**src/rtl/apb4_requester.sv**
```systemverilog
// APB4 requester bridge: turns valid/ready requests into single APB4 transfers
// and returns data/error on a valid/ready response channel, with a wait timeout.
module apb4_requester #(
   parameter int ADDR_WIDTH     = 32,
   parameter int DATA_WIDTH     = 32,
   parameter int TIMEOUT_CYCLES = 256
) (
   input  logic                    PCLK,
   input  logic                    PRESET,
   input  logic                    req_valid_i,
   output logic                    req_ready_o,
   input  logic [ADDR_WIDTH-1:0]   req_addr_i,
   input  logic                    req_write_i,
   input  logic [DATA_WIDTH-1:0]   req_wdata_i,
   input  logic [DATA_WIDTH/8-1:0] req_strb_i,
   input  logic [2:0]              req_prot_i,
   output logic                    rsp_valid_o,
   input  logic                    rsp_ready_i,
   output logic [DATA_WIDTH-1:0]   rsp_rdata_o,
   output logic                    rsp_err_o,
   output logic                    rsp_tmo_o,
   output logic                    PSEL,
   output logic                    PENABLE,
   output logic                    PWRITE,
   output logic [ADDR_WIDTH-1:0]   PADDR,
   output logic [DATA_WIDTH-1:0]   PWDATA,
   output logic [DATA_WIDTH/8-1:0] PSTRB,
   output logic [2:0]              PPROT,
   input  logic                    PREADY,
   input  logic                    PSLVERR,
   input  logic [DATA_WIDTH-1:0]   PRDATA
);

   localparam int STRB_W = DATA_WIDTH / 8;
   // A zero timeout still needs a 1-bit counter to keep the declarations legal.
   localparam int CNT_W = (TIMEOUT_CYCLES > 0) ? $clog2(TIMEOUT_CYCLES + 1) : 1;
   localparam logic [CNT_W-1:0] CNT_LAST = CNT_W'((TIMEOUT_CYCLES > 0) ? TIMEOUT_CYCLES - 1 : 0);

   typedef enum logic [1:0] {ST_IDLE, ST_SETUP, ST_ACCESS, ST_RESP} state_e;

   state_e                state_q, state_d;
   logic                  psel_q, psel_d;
   logic                  penable_q, penable_d;
   logic                  pwrite_q, pwrite_d;
   logic [ADDR_WIDTH-1:0] paddr_q, paddr_d;
   logic [DATA_WIDTH-1:0] pwdata_q, pwdata_d;
   logic [STRB_W-1:0]     pstrb_q, pstrb_d;
   logic [2:0]            pprot_q, pprot_d;
   logic [CNT_W-1:0]      cnt_q, cnt_d;
   logic                  rsp_valid_q, rsp_valid_d;
   logic [DATA_WIDTH-1:0] rsp_rdata_q, rsp_rdata_d;
   logic                  rsp_err_q, rsp_err_d;
   logic                  rsp_tmo_q, rsp_tmo_d;
   logic                  timeout_hit;

   assign timeout_hit = (TIMEOUT_CYCLES != 0) && (cnt_q == CNT_LAST);

   always_comb begin
      // NOTE: every *_d defaults to its *_q first, so no path can infer a latch.
      state_d     = state_q;
      psel_d      = psel_q;
      penable_d   = penable_q;
      pwrite_d    = pwrite_q;
      paddr_d     = paddr_q;
      pwdata_d    = pwdata_q;
      pstrb_d     = pstrb_q;
      pprot_d     = pprot_q;
      cnt_d       = cnt_q;
      rsp_valid_d = rsp_valid_q;
      rsp_rdata_d = rsp_rdata_q;
      rsp_err_d   = rsp_err_q;
      rsp_tmo_d   = rsp_tmo_q;

      unique case (state_q)
         ST_IDLE: begin
            if (req_valid_i) begin
               paddr_d  = req_addr_i;
               pwrite_d = req_write_i;
               pwdata_d = req_wdata_i;
               pstrb_d  = req_write_i ? req_strb_i : '0;
               pprot_d  = req_prot_i;
               psel_d   = 1'b1;
               state_d  = ST_SETUP;
            end
         end
         ST_SETUP: begin
            penable_d = 1'b1;
            cnt_d     = '0;
            state_d   = ST_ACCESS;
         end
         ST_ACCESS: begin
            // PREADY takes priority over a timeout landing on the same cycle.
            if (PREADY) begin
               psel_d      = 1'b0;
               penable_d   = 1'b0;
               rsp_valid_d = 1'b1;
               rsp_rdata_d = pwrite_q ? '0 : PRDATA;
               rsp_err_d   = PSLVERR;
               rsp_tmo_d   = 1'b0;
               state_d     = ST_RESP;
            end else if (timeout_hit) begin
               psel_d      = 1'b0;
               penable_d   = 1'b0;
               rsp_valid_d = 1'b1;
               rsp_rdata_d = '0;
               rsp_err_d   = 1'b1;
               rsp_tmo_d   = 1'b1;
               state_d     = ST_RESP;
            end else begin
               cnt_d = cnt_q + CNT_W'(1);
            end
         end
         ST_RESP: begin
            if (rsp_ready_i) begin
               rsp_valid_d = 1'b0;
               state_d     = ST_IDLE;
            end
         end
         default: state_d = ST_IDLE;
      endcase
   end

   always_ff @(posedge PCLK) begin
      // NOTE: reset is synchronous (sampled only on the clock edge); state uses <= only.
      if (PRESET) begin
         state_q     <= ST_IDLE;
         psel_q      <= 1'b0;
         penable_q   <= 1'b0;
         pwrite_q    <= 1'b0;
         paddr_q     <= '0;
         pwdata_q    <= '0;
         pstrb_q     <= '0;
         pprot_q     <= '0;
         cnt_q       <= '0;
         rsp_valid_q <= 1'b0;
         rsp_rdata_q <= '0;
         rsp_err_q   <= 1'b0;
         rsp_tmo_q   <= 1'b0;
      end else begin
         state_q     <= state_d;
         psel_q      <= psel_d;
         penable_q   <= penable_d;
         pwrite_q    <= pwrite_d;
         paddr_q     <= paddr_d;
         pwdata_q    <= pwdata_d;
         pstrb_q     <= pstrb_d;
         pprot_q     <= pprot_d;
         cnt_q       <= cnt_d;
         rsp_valid_q <= rsp_valid_d;
         rsp_rdata_q <= rsp_rdata_d;
         rsp_err_q   <= rsp_err_d;
         rsp_tmo_q   <= rsp_tmo_d;
      end
   end

   assign req_ready_o = (state_q == ST_IDLE) && !PRESET;
   assign rsp_valid_o = rsp_valid_q;
   assign rsp_rdata_o = rsp_rdata_q;
   assign rsp_err_o   = rsp_err_q;
   assign rsp_tmo_o   = rsp_tmo_q;
   assign PSEL        = psel_q;
   assign PENABLE     = penable_q;
   assign PWRITE      = pwrite_q;
   assign PADDR       = paddr_q;
   assign PWDATA      = pwdata_q;
   assign PSTRB       = pstrb_q;
   assign PPROT       = pprot_q;

endmodule

```
**config.mk**
```make
export PLATFORM = sky130hd
export DESIGN_NAME = apb4_requester
export DESIGN_NICKNAME = d
export VERILOG_FILES = /design/src/rtl/apb4_requester.sv
export SDC_FILE = /design/constraint.sdc
export NUM_CORES = 1
export LEC_CHECK = 0
export ABC_AREA = 1
export ABC_CLOCK_PERIOD_IN_PS = 2700
export BUFFER_PORTS_ARGS = -buffer_cell sky130_fd_sc_hd__buf_4
export CORE_UTILIZATION = 45
export DETAILED_ROUTE_END_ITERATION = 12
export PLACE_DENSITY = 0.78
export SLEW_MARGIN = 0
export SYNTH_ARGS = -nofsm -noshare
export SYNTH_HDL_FRONTEND = slang
export SYNTH_SLANG_ARGS = --single-unit
```
**constraint.sdc**
```tcl
create_clock -name PCLK -period 2.7 [get_ports PCLK]
set_input_delay 0.27 -clock PCLK [delete_from_list [all_inputs] [get_ports PCLK]]
set_output_delay 0.27 -clock PCLK [all_outputs]
set_load 0.1 [all_outputs]
```
* Word-level counts from Yosys, hierarchy flattened
Cells that the tools add are included.
Word-level totals: bits in registers 120, output and inout bits 110, word-level logic and storage cells 60
Cells by class: add/subtract/negate cells 1, equal/unequal tests 9, mux-type cells 23, reduce and logical (&&, ||, !) cells 14
Operator list (count):
- $mux 32 | 3
- $mux 9 | 2
- $pmux 9 s2 | 1
- $reduce_and 3->1 | 4
- $add 9x1->9 const B | 1
- $eq 9x8->1 const B | 1
- $mux 1 | 8
- $mux 2 | 4
- $ne 2x2->1 const B | 4
- $pmux 2 s4 | 1
- $reduce_bool 2->1 | 4
- $pmux 1 s2 | 3
- $reduce_and 2->1 | 3
- $eq 2x2->1 const B | 2
- $mux 4 | 1
- $ne 3x3->1 const B | 1
- $eq 2x1->1 const B | 1
- $logic_not 2->1 | 1
- $logic_and 1x1->1 | 1
- $logic_not 1->1 | 1

* Longest topological paths before layout
Gate-level depths: netlist of run 1.
depth after elaboration 4, mapped depth 13

* Worst setup path before layout of run 1
OpenSTA, ideal clock, no wires.
path kind reg-to-output, start point register state_q[0], end point output port req_ready_o, arrival 1.914 ns, slack 0.516 ns, stages on the path, launching flop included 5, path through dfxtp_1 inv_1 ha_1 inv_1 nor2_1
Between the ends: longest elaborated chain between the ends 2
Ends and longest elaborated chain:
- from (decl) | line 41 | state_e state_q, state_d;
- from (signal assigned) | line 140 | state_q <= state_d;
- $logic_not 2->1 | line 156 | assign req_ready_o = (state_q == ST_IDLE) && !PRESET;
- $logic_and 1x1->1 | line 156
- to (decl) | line 11 | output logic req_ready_o,
No other way between the ends.

* Final worst setup path of run 1
start point register state_q[0], end point register cnt_q[5]
Between the ends: longest elaborated chain between the ends 3, elaborated cells between the ends (all ways) 7, those cells by class eq/ne: 4; mux: 1; reduce/logical: 2
Ends and longest elaborated chain:
- $eq 2x2->1 or $eq 2x1->1 (tied branches) | line 74 | unique case (state_q)
- $ne 2x2->1 (no source line) or $reduce_bool 2->1 (tied branches)
- $reduce_and 3->1 (no source line)
- to (signal assigned) | line 148 | cnt_q <= cnt_d;
- to (decl) | line 49 | logic [CNT_W-1:0] cnt_q, cnt_d;
Several ways; a longest one is shown, not always the timed one. A chain may end at the register's enable or synchronous reset.

==> summary.md, run 1 <==
| Metric | Value |
|---|---|
| Die X | 103 um |
| Final ANT Viol Nets | 0 |
| Initial antenna violation count | 0 |
| Combinational share of power | between 50% and 60% |
| DP Cell Count | 900 |
| Tcrit/Tclk final | between 70% and 80% |
| Slew at the pin closest to its max-slew limit | roughly 0.97 ns |
| GR Util met1 | around 29% |
| Max-slew violation count | 0 |
| Endpoints failing hold | 0 |
| First-pass GRT wire length | roughly 22000 um |
| Most Used Layer, Global Route | met2 |
| Sequential share of the synthesized area | between 50% and 60% |
| Grt ovf | 0 |
| Post-route cell area | between 7000 and 8000 um2 |
| Clk buf depth | 2 |
| Residual DRC | 0 |
| Layout cells sized above 1 | about a third |
| Synthesized flop and latch total | 120 |
| Antenna cells | 0 |
| Clock slew at reported path FFs | 0.06 ns |
| Status | finished, final reports clean |
| Maximum fanout along the worst path | 34 |
| Nets | 925 |
| Post-Route Utilization | 72.0% |
| Row count | 36 |
| Most frequent cells in the layout | buf_4, nor2_1, dfxtp_1, o21ai_0, a21oi_1 |
| Cells after Synth | 586 |
| Starting DRT DRC Count | around 230 |
| Switching share of power | 50.1% |
| Vias in the first global route | 4765 |
| Setup crit end kind | register |
| CTS tree | yes |
| Clock latency on the worst-skew pair | 0.52 ns |
| Crit-path cells | inv_1 > ha_1 > nand2_4 > nand2_4 > nor2_8 > nand2_2 > nand2_1 > nand2_1 > nor2_1 |
| Full die area | around 11000 um2 |
| Clock root cell | clkbuf_8 |
| Dpl ws | around 0.66 ns |
| Area growth, synth to finish | 54.2% |
| Avg Cell Area, Syn | between 7 and 8 um2 |
| H-tree depth | 4 |
| Clock Skew | ~0.0082 ns |
| Hold WC Path Type | in -> reg |
| Fmax | around 0.48 GHz |
| Part of the power in registers | between 20% and 30% |
| Setup Fix Bufs, Post-CTS | 0 |
| Post-layout minimum cycle time | 2.09 ns |
| Vias | 4972 |
| Final setup violation count | 0 |
| Worst EP arrival | ~2.5 ns |
| TritonRoute pass-1 iters | 4 |
| Unrepaired setup endpoints after global routing | false |
| Critical Path Max Stage Delay | 0.59 ns |
| Die height | approximately 100 um |
| # clock sinks | 120 |
| Number of max-cap violations | 0 |
| Port Buffers | around 220 |
| GR Util met2 | 48.1% |
| Post-Route WL | between 10000 and 15000 um |
| PwrDens | around 1300 nW/um2 |
| Post-CTS Resized | 0 |
| Dpl hpwl | 9350 um |
| Synth unique cells | 26 |
| Largest net degree at the start of global routing | between 60 and 70 |
| Worst setup margin | slightly above 0.6 ns |
| Cell internal pwr | around 0.0047 W |
| Post-Layout Cell Count | 954 |
| Bufs and invs on worst path | 1 |
| Yosys Warn Count | 0 |
| Crit-path slowest cell | ha_1 |
| Clock Power Share | 24.9% |
| Fill cells | roughly 740 |
| GRT met3 Usage | a little under 9% |
| Setup TNS | 0 ns |
| Vias per inst | around 5.2 |
| Placed inst area | between 6000 and 7000 um2 |
| IO Count | 220 |
| Critical path type | reg -> reg |
| Core area | 9860 um2 |
| Crit path max-delay family | simple AND/OR/NAND/NOR gates |
| CP required | roughly 3.1 ns |
| Switching power total | ~0.0048 W |
| Placer Congestion | between 0.7 and 0.8 |
| Hold Buf Count CTS | 23 |
| CTS Buf Count | 17 |
| Max rail drop VDD | 0.000977 V |
| Most common cell after layout, fill and taps aside | buf_4 |
| Mapped Area | about 4600 um2 |
| GRT Overall Usage | between 20% and 30% |
| Syn Nets | roughly 700 |
| Wirelength per Cell | approximately 15 um |
| Startpoint types | register |
| Pleak | around 3.2 nW |
| Slew headroom | between 30% and 40% |
| Initial core utilization | 46.7% |
-- cells by family after synthesis --
kind of cell	after synthesis	share of synthesized area [%]
and+or+nand+nor	272	26.1
AOI/OAI and AO/OA	122	13.6
DFF	120	52.2
buffers and inverters	66	6.47
adders and majority gates	6	1.63
-- sequential cells by signal, summed over array words and instances (netlist names) --
signal and cells:
rsp_tmo_o 1, rsp_valid_o 1, PSEL 1, rsp_rdata_o 32, PADDR 32, PENABLE 1, state_q 2, rsp_err_o 1
PPROT 3, cnt_q 9, PSTRB 4, PWDATA 32, PWRITE 1
-- routing by layer --
metal | part of all wire [%] | wire length [um] | vias to the layer above
li1 | - | - | 2396
met1 | 39 | 5670 | 2314
met2 | 50 | 7340 | 218
met3 | 7.3 | 1060 | 44
met4 | 3.8 | 556 | 0
met5 | 0 | 0 | -
-- cells in the mapped netlist --
cell      instances  share of area, %
inv_2             4              0.33
o21ai_0          55               6.0
ha_1              6               1.6
buf_2            19               2.1
nand2_4           3              0.73
a21oi_2           1              0.19
nand4_1          32               4.3
nand2_1          37               3.0
buf_4             1              0.16
nand3_2           1              0.22
o21ai_1          16               1.7
nor2_8            1              0.43
nor3_1            2              0.22
clkbuf_1         17               1.4
nor2_1          154                13
inv_1            19               1.5
o211ai_1          2              0.33
o22ai_1           1              0.14
nand3_1          40               4.3
buf_6             3              0.73
buf_1             3              0.24
dfxtp_1         120                52
nand2_2           2              0.27
a21boi_1          1              0.16
o21a_1            1              0.16
a21oi_1          45               4.9
-- area by class of cell --
class / count / area (um2) / area share (%)
sequential: 120 / 2400 / 33.8
timing repair buffer: 247 / 1920 / 27.1
multi-input combinational: 400 / 1900 / 26.8
clock buffer: 22 / 473 / 6.66
tap: 133 / 166 / 2.34
clock inverter: 9 / 145 / 2.04
inverter: 23 / 86.3 / 1.22
-- power by group through the flow --
stage / Sequential (W) / Combinational, W / Clock, W
2_1_floorplan: 0.00492 / 0.00123 / 0
3_3_place_gp: 0.00237 / 0.00465 / 0
3_5_place_dp: 0.00240 / 0.00470 / 0
4_1_cts: 0.00237 / 0.00474 / 0.00237
5_1_grt: 0.00242 / 0.00499 / 0.00246
6_report: 0.00238 / 0.00476 / 0.00236
-- metrics by stage --
| stage | hold WS (ns) | total power, W |
|---|---|---|
| after floorplan | 0.413 | 0.00614 |
| after global placement | 0.442 | 0.00702 |
| after detailed placement | 0.450 | 0.00709 |
| after CTS | 0.000214 | 0.00948 |
| after global routing | 0.00945 | 0.00986 |
| final | 0.00640 | 0.00950 |
-- worst min-delay path: cells and delay by family --
family | cells | cell delay, ns
compound gates | 1 | 0.07
buf+inv | 1 | 0.07
simple gates | 1 | 0.08
-- final timing paths --
kind	startpoint	endpoint	slack, ns	cells past startpoint
worst max-delay path	state_q[0]$_SDFFE_PP0P_	cnt_q[5]$_SDFFE_PP0P_	0.61	9
worst min-delay path	req_addr_i[6]	PADDR[6]$_SDFFE_PP0P_	0.006	3
worst max register to register	state_q[0]$_SDFFE_PP0P_	cnt_q[5]$_SDFFE_PP0P_	0.61	9
worst min register to register	cnt_q[4]$_SDFFE_PP0P_	cnt_q[4]$_SDFFE_PP0P_	0.46	2
(Power assumes the default switching activity.)
==> inputs of run 2 (changes only) <==
--- a/config.mk
+++ b/config.mk
@@ -5,12 +5,12 @@
 export SDC_FILE = /design/constraint.sdc
 export NUM_CORES = 1
 export LEC_CHECK = 0
-export ABC_AREA = 1
-export ABC_CLOCK_PERIOD_IN_PS = 2700
+export ABC_AREA = 0
+export ABC_CLOCK_PERIOD_IN_PS = 1700
 export BUFFER_PORTS_ARGS = -buffer_cell sky130_fd_sc_hd__buf_4
-export CORE_UTILIZATION = 45
+export CORE_UTILIZATION = 41
 export DETAILED_ROUTE_END_ITERATION = 12
-export PLACE_DENSITY = 0.78
+export PLACE_DENSITY = 0.76
 export SLEW_MARGIN = 0
 export SYNTH_ARGS = -nofsm -noshare
 export SYNTH_HDL_FRONTEND = slang
==> constraint.sdc (replaced) <==
create_clock -name PCLK -period 1.7 [get_ports PCLK]
set_input_delay 0.17 -clock PCLK [delete_from_list [all_inputs] [get_ports PCLK]]
set_output_delay 0.17 -clock PCLK [all_outputs]
set_load 0.1 [all_outputs]
==> run 2 against run 1 <==
The flow now finishes with violations (setup timing). Clock power rose by 60%. Cell count is 10% higher. Setup slack got worse by 0.78 ns. Global-route usage is 3.1 points higher. First-iteration DRC count is 81% higher. Combinational power rose by 37%. Sequential cell count unchanged. Maximum frequency increased by 12%. Largest cell class is now buffers. Largest power group unchanged. Highest routed layer unchanged.
==> summary.md, run 2 <==
| Metric | Value |
|---|---|
| Synth unique cells | 31 |
| GRT Overall Usage | 30.7% |
| Number of max-cap violations | 0 |
| Vias | 5697 |
| Initial antenna violation count | 0 |
| Sequential share of the synthesized area | between 50% and 60% |
| Endpoints failing hold | 0 |
| Post-Route WL | a little over 20000 um |
| Synth top area cells | dfxtp_1, nand2_1, a21oi_1, nand3_1, clkbuf_1 |
| Setup TNS | -3.38 ns |
| Synthesized flop and latch total | between 100 and 150 |
| Largest net degree at the start of global routing | 59 |
| Clock Skew | 0.0117 ns |
| IO Count | 220 |
| TritonRoute pass-1 iters | 5 |
| Starting DRT DRC Count | approximately 420 |
| Worst setup margin | -0.168 ns |
| PwrDens | 1560 nW/um2 |
| Die height | ~110 um |
| Grt ovf | 0 |
| CP required | roughly 2.1 ns |
| Clock root cell | clkbuf_8 |
| Nets | ~1000 |
| Yosys Warn Count | 0 |
| Core area | approximately 10000 um2 |
| Pleak | 3.67 nW |
| Yosys top cell by area | dfxtp_1 |
| Hold WC Path Type | in -> reg |
| Status | finished, violations left |
| Cells after Synth | 553 |
| Most common cell after layout, fill and taps aside | buf_4 |
| EDFF count, synth | 0 |
| Post-Route Utilization | about 85% |
| Synth top area share | a little over half |
| Placer Congestion | about 0.79 |
| Avg Cell Area, Syn | about 8 um2 |
| Full die area | about 11000 um2 |
| Initial core utilization | 42.7% |
| Critical path type | reg -> reg |
| Maximum fanout along the worst path | 4 |
| Fmax | approximately 0.54 GHz |
| Clock latency on the worst-skew pair | 0.52 ns |
| Wirelength per Cell | about 20 um |
| Post-route cell area | 8830 um2 |
| Dpl hpwl | approximately 9200 um |
| Row count | 37 |
| Port Buffers | about 220 |
| Post-layout minimum cycle time | 1.87 ns |
| Final setup violation count | 36 |
| Die X | ~110 um |
| H-tree depth | 4 |
| Top cells by count, synth | nand2_1, dfxtp_1, a21oi_1 |
| Syn Nets | around 670 |
| Slew at the pin closest to its max-slew limit | just under 0.5 ns |
| Placed inst area | 6420 um2 |
| Async SR Flop Fraction | 0% |
| Most common cell in the synthesized netlist | nand2_1 |
| Synth Flop Type | dfxtp_1 |
| Max-slew violation count | 0 |
| CTS tree | yes |
| Fill cells | between 500 and 600 |
| Vias per inst | around 5.4 |
| First-pass GRT wire length | between 20000 and 30000 um |
| Final ANT Viol Nets | 0 |
| Clk buf depth | 2 |
| Dpl ws | -0.193 ns |
| Residual DRC | 0 |
| Failing checks | setup timing |
| Startpoint types | register |
| Area growth, synth to finish | 99.7% |
| Layout cells sized above 1 | about 44% |
| Tcrit/Tclk final | 110% |
| Vias in the first global route | between 5000 and 6000 |
| Most frequent cells in the layout | buf_4, nand2_1, dfxtp_1, dlygate4sd3_1, a21oi_1 |
| Max rail drop VDD | 0.00107 V |
| Worst EP arrival | 2.31 ns |
| # clock sinks | 120 |
| Setup crit end kind | register |
| Slew headroom | approximately two thirds |
| Clock slew at reported path FFs | ~0.06 ns |
| CTS Buf Count | 17 |
| Unrepaired setup endpoints after global routing | true |
| Mapped Area | 4420 um2 |
==> run 2: cell count changes after synthesis, moves of 15 or more <==
cell     before  now
nand4_1      32    3
o21ai_1      16    1
a21oi_1      45  117
o21ai_0      55    6
nand2_1      37  177
nor2_1      154    5
==> run 2: what timing repair did <==
item | in CTS | in global routing
hold endpoints to repair | 106 | 0
gates cloned | 2 | 3
setup buffers | 5 | 3
hold buffers | 106 | 0
pin swaps | 18 | 59
setup endpoints to repair | 47 | 47
gates resized for setup | 41 | 115
==> run 2: per-layer routing <==
metal	vias up	global-route usage [%]	wire, um
met2	343	56.8	10500
met3	115	9.28	1840
met5	-	0	0
li1	2555	-	-
met4	0	17.1	1380
met1	2684	30.3	6910
==> run 2: kinds of logic after synthesis <==
family / Yosys count / synth area share, %
AND/OR/NAND/NOR: 244 / 23.3
AO/OA/AOI/OAI: 136 / 16.2
flip-flops: 120 / 54.3
buffers and inverters: 47 / 4.50
adder cells (fa/ha/maj): 6 / 1.70
==> run 2: where the power goes <==
part	internal, W	switching, W
Combinational	0.00181	0.00469
Sequential	0.00324	0.000290
Clock	0.00246	0.00131
Total	0.00751	0.00629
==> run 2: layout make-up <==
class | count | area (um2) | area share, %
clock buffer | 21 | 449 | 5.09
tap | 136 | 170 | 1.93
antenna | 1 | 2.50 | 0.0283
sequential | 120 | 2410 | 27.3
clock inverter | 11 | 171 | 1.94
timing repair buffer | 369 | 3240 | 36.7
inverter | 6 | 22.5 | 0.255
multi-input combinational | 387 | 2360 | 26.8
==> run 2: critical path, cell delays in order (launching register included) <==
cell and delay (ns):
dfxtp_2 0.33, ha_4 0.17, nand3_4 0.08, nor2_4 0.04
ha_4 0.17, buf_6 0.11, or3b_4 0.39, or3_4 0.34
a21oi_2 0.15
==> run 2: worst paths after layout <==
check / from / to / slack (ns) / cells past startpoint
worst max register to register: cnt_q[1]$_SDFFE_PP0P_ / cnt_q[8]$_SDFFE_PP0P_ / -0.17 / 8
worst max-delay path: cnt_q[1]$_SDFFE_PP0P_ / cnt_q[8]$_SDFFE_PP0P_ / -0.17 / 8
worst min-delay path: req_valid_i / PWRITE$_SDFFE_PP0P_ / 0.04 / 4
worst min register to register: PWDATA[10]$_SDFFE_PP0P_ / PWDATA[10]$_SDFFE_PP0P_ / 0.45 / 2
==> run 2: through the flow <==
stage	cells	power (W)	hold slack (ns)
2_1_floorplan	553	0.00763	0.270
3_3_place_gp	902	0.00902	0.416
3_5_place_dp	902	0.00911	0.426
4_1_cts	1047	0.0133	0.0185
5_1_grt	1050	0.0142	0.0395
6_report	1051	0.0138	0.0415
==> inputs of run 3 (changes only) <==
--- a/config.mk
+++ b/config.mk
@@ -8,9 +8,10 @@
 export ABC_AREA = 0
 export ABC_CLOCK_PERIOD_IN_PS = 1700
 export BUFFER_PORTS_ARGS = -buffer_cell sky130_fd_sc_hd__buf_4
+export CORE_ASPECT_RATIO = 0.75
 export CORE_UTILIZATION = 41
 export DETAILED_ROUTE_END_ITERATION = 12
-export PLACE_DENSITY = 0.76
+export PLACE_DENSITY_LB_ADDON = 0.2
 export SLEW_MARGIN = 0
 export SYNTH_ARGS = -nofsm -noshare
 export SYNTH_HDL_FRONTEND = slang
==> run 3 against run 2 <==
The run still ends with setup timing left. Total power down 7.6%. Sequential share of layout area up 5.5 points. Clock power down 9.5%. Non-clock buffer count down 107. Worst hold slack worse by 0.030 ns. Via count down 16%.
==> summary.md, run 3 (synthesized netlist as in run 2, its figures left out) <==
| Metric | Value |
|---|---|
| Residual DRC | 0 |
| Final setup violation count | 39 |
| Clock Skew | approximately 0.0076 ns |
| Placed inst area | around 6400 um2 |
| Post-route cell area | about 7300 um2 |
| Fmax | 0.538 GHz |
| Clock Power Share | 26.8% |
| IO Count | 220 |
| Clock root cell | clkbuf_16 |
| Worst hold path depth | 3 |
| Failing checks | setup timing |
| Hold WS | about 0.012 ns |
| RR Endpoint | cnt_q[2]$_SDFFE_PP0P_ |
| Startpoint types | register |
| Clock slew at reported path FFs | about 0.060 ns |
| Worst min-delay path startpoint | req_wdata_i[13] |
| Crit-path cells | ha_4 > nand3_2 > nor2_2 > ha_4 > o21a_4 > buf_6 > buf_6 > buf_6 > o31ai_4 > a21oi_2 |
| Status | finished, violations left |
| Starting DRT DRC Count | ~220 |
| Endpoints failing hold | 0 |
| First-pass GRT wire length | between 20000 and 25000 um |
| Critical path type | reg -> reg |
| Vias per inst | around 5.1 |
| Port Buffers | about 220 |
| Switching power total | about 0.006 W |
| Tcrit/Tclk final | 109% |
| Full die area | ~11000 um2 |
| R2R depth | 10 |
| Dpl hpwl | just over 9000 um |
| Worst EP arrival | approximately 2.1 ns |
| Area growth, synth to finish | 65.7% |
| Combinational share of power | between 40% and 50% |
| Initial antenna violation count | 0 |
| Cell internal pwr | about 0.0069 W |
| Area of the multi-input gates | between 2000 and 2500 um2 |
| Crit-path slowest cell | dfxtp_2 |
| Sequential cell area | 2400 um2 |
| TritonRoute pass-1 iters | 4 |
| CP required | 1.98 ns |
| Most common cell after layout, fill and taps aside | buf_4 |
| Slew headroom | 73.3% |
| Pleak | 3.11 nW |
| CTS Buf Count | 17 |
| Wirelength per Cell | roughly 15 um |
| Vias | about 4800 |
| Row count | 32 |
| Maximum fanout along the worst path | 6 |
| Worst setup margin | -0.157 ns |
| Worst r2r src | cnt_q[1]$_SDFFE_PP0P_ |
| PwrDens | approximately 1700 nW/um2 |
| Post-layout minimum cycle time | roughly 1.9 ns |
| Most frequent cells in the layout | buf_4, nand2_1, dfxtp_1, a21oi_1, nand3_1 |
| Layout cells sized above 1 | 42.2% |
| Setup crit end kind | register |
| Unrepaired setup endpoints after global routing | true |
| Clk buf depth | 2 |
| Number of max-cap violations | 0 |
| Placer Congestion | approximately 0.8 |
| Vias in the first global route | 4506 |
| Hold Crit Endpoint | PWDATA[13]$_SDFFE_PP0P_ |
| CTS tree | yes |
| Final ANT Viol Nets | 0 |
| Fill cells | 807 |
| Grt ovf | 0 |
| Antenna cells | 0 |
| Max rail drop VDD | roughly 0.00094 V |
| # clock sinks | between 100 and 150 |
| Clock latency on the worst-skew pair | roughly 0.4 ns |
| Slew at the pin closest to its max-slew limit | roughly 0.4 ns |
| FF-to-FF setup slack | -0.16 ns |
| Max-slew violation count | 0 |
| GRT Overall Usage | 24.2% |
| Nets | around 910 |
| Hold WC Path Type | in -> reg |
| Core area | 10400 um2 |
| Die height | 92.0 um |
| Part of the power in registers | 27.2% |
| CP most frequent cell | buf_6 |
| Post-Route WL | 14400 um |
| Initial core utilization | 42.7% |
| H-tree depth | 4 |
| Die X | between 100 and 150 um |
| Largest net degree at the start of global routing | between 50 and 60 |
| Switching share of power | 46.1% |
| Critical Path Max Stage Delay | 0.33 ns |
==> run 3: stage by stage <==
step / utilization (%) / cells / TNS, ns / setup WS [ns] / total power (W)
final: 70.7 / 942 / -3.53 / -0.157 / 0.0127
after global routing: 70.7 / 942 / -5.81 / -0.193 / 0.0133
after CTS: 67.9 / 938 / -2.26 / -0.123 / 0.0125
after detailed placement: 61.2 / 895 / -4.17 / -0.222 / 0.00904
after global placement: 61.2 / 895 / -0.470 / -0.117 / 0.00896
after floorplan: - / 553 / -0.0184 / -0.0184 / 0.00763
==> run 3: worst max-delay path by stage <==
stage	startpoint	endpoint	depth (start not counted)	slack [ns]
final	cnt_q[1]$_SDFFE_PP0P_	cnt_q[2]$_SDFFE_PP0P_	10	-0.16
after global routing	cnt_q[1]$_SDFFE_PP0P_	cnt_q[6]$_SDFFE_PP0P_	8	-0.19
after CTS	cnt_q[1]$_SDFFE_PP0P_	cnt_q[7]$_SDFFE_PP0P_	8	-0.12
after detailed placement	cnt_q[1]$_SDFFE_PP0P_	cnt_q[4]$_SDFFE_PP0P_	8	-0.22
after global placement	cnt_q[1]$_SDFFE_PP0P_	cnt_q[4]$_SDFFE_PP0P_	8	-0.12
after floorplan	cnt_q[1]$_SDFFE_PP0P_	cnt_q[2]$_SDFFE_PP0P_	8	-0.02
==> run 3: power groups by stage <==
stage / Clock, W / Sequential [W] / Combinational, W
3_3_place_gp: 0 / 0.00349 / 0.00547
3_5_place_dp: 0 / 0.00351 / 0.00553
5_1_grt: 0.00361 / 0.00352 / 0.00614
2_1_floorplan: 0 / 0.00626 / 0.00136
4_1_cts: 0.00346 / 0.00346 / 0.00560
6_report: 0.00341 / 0.00347 / 0.00586
==> run 3: timing repair <==
action,4_1_cts,5_1_grt
buffers inserted,5,1
hold buffers,5,1
resized for setup,9,52
endpoints found under the setup margin,43,46
pin swaps,9,11
hold endpoints to repair,5,1
gates cloned,1,3
==> run 3: routing by layer <==
metal,vias up,part of all wire [%],global-route usage [%],routed length [um]
li1,2333,-,-,-
met4,0,2.0,10.2,291
met3,27,7.6,8.64,1090
met5,-,0,0,0
met2,179,50,42.2,7250
met1,2238,40,26.4,5760
==> run 3: cell type report <==
type                    count  area share [%]
clock buffers              20            5.96
multi-input cells         386            28.0
well taps                 136            2.32
inverters                   6           0.307
clock inverters            12            1.76
flip-flops and latches    120            32.8
repair buffers            262            28.9
==> run 3: critical path, delay by kind of cell (launching register included) <==
kind	cells	cell delay, ns
flops	1	0.33
fa+ha+maj	2	0.34
compound gates	3	0.56
simple gates	2	0.14
buf+inv	3	0.36
